$ cat src/rtl/flag_shadow_stack.sv
// LIFO that saves C/Z flags on interrupt entry and restores them on return.
// A push and pop in the same cycle swap the top entry, or bypass it when the stack is empty.
module flag_shadow_stack #(
    parameter int DEPTH = 4,
    parameter int CNT_W = $clog2(DEPTH + 1)
) (
    input  logic             clk,
    input  logic             rst_n,
    input  logic             push,
    input  logic             pop,
    input  logic             c_in,
    input  logic             z_in,
    input  logic             err_clr,
    output logic             c_rst,
    output logic             z_rst,
    output logic             rst_vld,
    output logic [CNT_W-1:0] count,
    output logic             full,
    output logic             empty,
    output logic             ovf_err,
    output logic             udf_err
);

    localparam int AW = (DEPTH > 1) ? $clog2(DEPTH) : 1;

    logic [1:0]    mem [DEPTH];
    logic [AW-1:0] top_idx;
    logic [AW-1:0] wr_idx;
    logic          do_push;
    logic          do_pop;
    logic          swap;
    logic          bypass;
    logic          ovf_ev;
    logic          udf_ev;

    assign full  = (count == CNT_W'(DEPTH));
    assign empty = (count == '0);

    always_comb begin
        do_push = push & ~pop & ~full;
        do_pop  = pop & ~push & ~empty;
        swap    = push & pop & ~empty;
        bypass  = push & pop & empty;
        ovf_ev  = push & ~pop & full;
        udf_ev  = pop & ~push & empty;
        top_idx = AW'(count - CNT_W'(1));
        // A swap overwrites the current top; a plain push writes one above it.
        wr_idx  = swap ? top_idx : AW'(count);
    end

    always_ff @(posedge clk) begin
        if (do_push || swap) begin
            mem[wr_idx] <= {c_in, z_in};
        end
    end

    always_ff @(posedge clk or negedge rst_n) begin
        if (!rst_n) begin
            count   <= '0;
            c_rst   <= 1'b0;
            z_rst   <= 1'b0;
            rst_vld <= 1'b0;
            ovf_err <= 1'b0;
            udf_err <= 1'b0;
        end else begin
            if (do_push) begin
                count <= count + CNT_W'(1);
            end else if (do_pop) begin
                count <= count - CNT_W'(1);
            end

            if (do_pop || swap) begin
                {c_rst, z_rst} <= mem[top_idx];
            end else if (bypass) begin
                {c_rst, z_rst} <= {c_in, z_in};
            end

            rst_vld <= do_pop | swap | bypass;

            if (ovf_ev) begin
                ovf_err <= 1'b1;
            end else if (err_clr) begin
                ovf_err <= 1'b0;
            end

            if (udf_ev) begin
                udf_err <= 1'b1;
            end else if (err_clr) begin
                udf_err <= 1'b0;
            end
        end
    end

endmodule

$ cat config.mk
export PLATFORM = sky130hd
export DESIGN_NAME = flag_shadow_stack
export DESIGN_NICKNAME = d
export VERILOG_FILES = /design/src/rtl/flag_shadow_stack.sv
export SDC_FILE = /design/constraint.sdc
export NUM_CORES = 1
export LEC_CHECK = 0
export CAP_MARGIN = 25
export CORE_MARGIN = 5
export CORE_UTILIZATION = 23
export CTS_BUF_LIST = sky130_fd_sc_hd__clkbuf_16
export DETAILED_ROUTE_END_ITERATION = 7
export GPL_ROUTABILITY_DRIVEN = 0
export MAX_ROUTING_LAYER = met4
export SLEW_MARGIN = 20
export SYNTH_ARGS = -nofsm -noshare
export SYNTH_HDL_FRONTEND = slang
export SYNTH_SLANG_ARGS = --single-unit
$ cat constraint.sdc
create_clock -name clk -period 1.8 [get_ports clk]
set_input_delay 0.36 -clock clk [delete_from_list [all_inputs] [get_ports clk]]
set_output_delay 0.36 -clock clk [all_outputs]
set_load 0.02 [all_outputs]
==> key figures <==
Cells and area
  – Most common cell after layout, fill and taps aside: buf_4
  – Area occupied by multi-input gates: ~370 sq um
  – Commonest cells after routing, fill and taps aside: buf_4, clkdlybuf4s50_1, edfxtp_1, nor2_1, dfrtp_1
  – Layout cells sized above 1: 0.3148
  – Antenna diodes: 0
  – Sequential Area: ~440 sq um
  – Final #Nets: 119
  – Filler instances: 358
  – Layout area overhead: 49.78%
  – Post-route insts no fill: 156

Pwr
  – Tot Pwr: roughly 2.1 mW
  – Cell Pwr Density: 1642 mW/mm^2
  – Pleak: 0.5043 nW
  – Worst VDD drop: 0.0006097 V

Floorplanning
  – Core Area: about 0.0036 sq mm
  – Horiz. Die Dim: between 70 and 80 microns
  – Die Y: ~70 microns
  – # rows: 22
  – Die Area: 0.004958 sq mm
  – Top Ports: 17
  – Initial Utilization: 0.2328

Clocking
  – CTS tree: yes
  – Postcts setup bufs: 0
  – Clock slew at reported path FFs: roughly 50 ps
  – Clock sinks: 16
  – Clock Tree Buf Depth: 2
  – Root buffer cell: clkbuf_16
  – CTS buffer count: 3
  – Number of H-tree levels: 1
  – Clk_lat worst skew: 250 ps

Detailed routing
  – DRT Wirelength: 1.916 mm
  – DR vias: roughly 670
  – Met2 Wirelength: 973 microns
  – DRT iter0 DRCs: 7
  – Top sig layer: met4
  – DRC: 0
  – TritonRoute pass-1 iters: 4
  – WL met1: 853 microns
  – Drt wl/cell: 12.28 microns
  – Detail Route Antenna Nets: 0
  – Met3 WL: 55 microns
  – DR vias/cell: roughly 4.3

Placement
  – I/O Buffers: 16
  – Placed instance count: 152
  – HPWL after DPL: 1.581 mm

Run status
  – Status: finished, final reports clean

STA
  – Final setup viols: 0
  – Setup repair after global routing missed its margin: yes
  – Setup_tns: 0 ps
  – Rel. slew slack: 0.7236
  – Max Clock Freq: just under 600 MHz
  – Slew of the pin with the lowest slew margin: 404.2 ps
  – Endpoints failing hold: 0
  – Minimum clock period: roughly 1700 ps
  – Clk_skew: 5.947 ps
  – Final period utilization: 0.9619
  – Final Slew Violations: 0
  – Hold WS: approximately 400 ps

Logic synthesis
  – FF+latch count, synth: 16
  – Distinct cells, synth: 29
  – Ys Warns: 0
  – Post-Syn Instances: between 70 and 80
  – Cell taking the most area after synthesis: edfxtp_1
  – Seq/Total Area, Yosys: 0.5246
  – Syn Nets: between 80 and 90
  – Synthesized cell area: 839.6 sq um
  – Area contributors post-synth: edfxtp_1, dfrtp_1, mux4_2
  – Mapped Avg Cell Area: 11.50 sq um
  – Top cell type's share of synthesized area: 0.2861

Global route
  – Total GRT Usage: 0.08407
  – Initial antenna violation count: 0
  – Largest net degree at the start of global routing: 10
  – Vias in the first global route: 681
  – First-pass GRT wire length: 3.146 mm
  – Grt total ovfl: 0

Setup path
  – Worst Path Required: ~1400 ps
  – Critical Path Fanout Max: 3
  – Critical path arrival: 1370 ps
  – Critical path type: reg2out
  – Crit. End Element: output port
  – Crit start category: flop

Hold path
  – Hold Crit Class: in2async

Job
  – Max-Cap Viols: 0
[power by group]
group / switching, mW / internal [mW]
clock network: 0.135 / 0.294
registers: 0.0440 / 0.497
logic: 0.547 / 0.547
[worst paths after layout]
kind                               start        end  slack, ps  cells past startpoint
worst max-delay path            count[1]       full         70                      4
worst min-delay path               rst_n    rst_vld        410                      1
worst max register to register  count[1]  mem[3][1]        100                      6
worst min register to register   udf_err    udf_err        500                      1
max in group asynchronous          rst_n   count[1]       1080                      1
min in group clk                 udf_err    udf_err        500                      1
[cell usage after synthesis]
cell type,n
dfrtp_1,8
edfxtp_1,8
inv_1,6
nor2_1,6
a21oi_1,5
nand2_1,4
nor3_1,4
ha_1,3
nor2b_1,3
and2_1,2
mux4_2,2
o21a_1,2
o22ai_1,2
o32ai_1,2
xnor2_1,2
a2111oi_0,1
a22o_1,1
a22oi_1,1
a31o_1,1
buf_4,1
buf_6,1
mux2i_1,1
nand2b_1,1
nand2b_2,1
nand2b_4,1
nand3_1,1
o21ai_0,1
o2bb2ai_1,1
or2b_1,1
[cell type report]
type                            instances  area share
Sequential cell                        16      0.3522
Multi-Input combinational cell         49      0.2945
Timing Repair Buffer                   33      0.2249
Clock buffer                            3     0.05970
Tap cell                               48     0.04776
Inverter                                6     0.01791
Clock inverter                          1    0.002985
[cells by family (layout without fill, tap and decap cells)]
kind of cell,Yosys count,in the layout,synth area share
buf+inv,8,43,0.04918
fa+ha+maj,3,3,0.04471
mux,3,3,0.06557
simple gates,24,24,0.1550
flops,16,16,0.5246
compound gates,17,17,0.1401
xor+xnor,2,2,0.02087
[flip-flops by register name, indices dropped and copies added, names as in the netlist]
| signal | flops |
|---|---|
| mem | 8 |
| count | 3 |
| c_rst | 1 |
| ovf_err | 1 |
| rst_vld | 1 |
| udf_err | 1 |
| z_rst | 1 |
[through the flow]
stage,cell area [sq um],utilization,setup WS [ps]
after floorplan,848.3,-,9.791
after global placement,1177,0.3265,-104.3
after detailed placement,1177,0.3265,-156.1
after CTS,1254,0.3477,23.28
after global routing,1257,0.3487,-19.55
final,1257,0.3487,68.49
[worst max-delay path: stages, from the launching register on]
cell             delay (ps)
dfrtp_2                 400
inv_1                    70
ha_2                    190
and2_2                  160
clkdlybuf4s15_1         310
[routing by layer]
metal,GRT usage,vias to the layer above
met5,-,-
met4,0.03191,0
met3,0.02302,5
met2,0.1435,9
met1,0.09276,318
li1,-,336
[timing repair]
item	CTS	global route
hold buffers	0	0
resized for setup	2	6
pin swaps	0	1
endpoints found under the setup margin	2	8
Note: power is estimated with default switching activity, not from simulation.
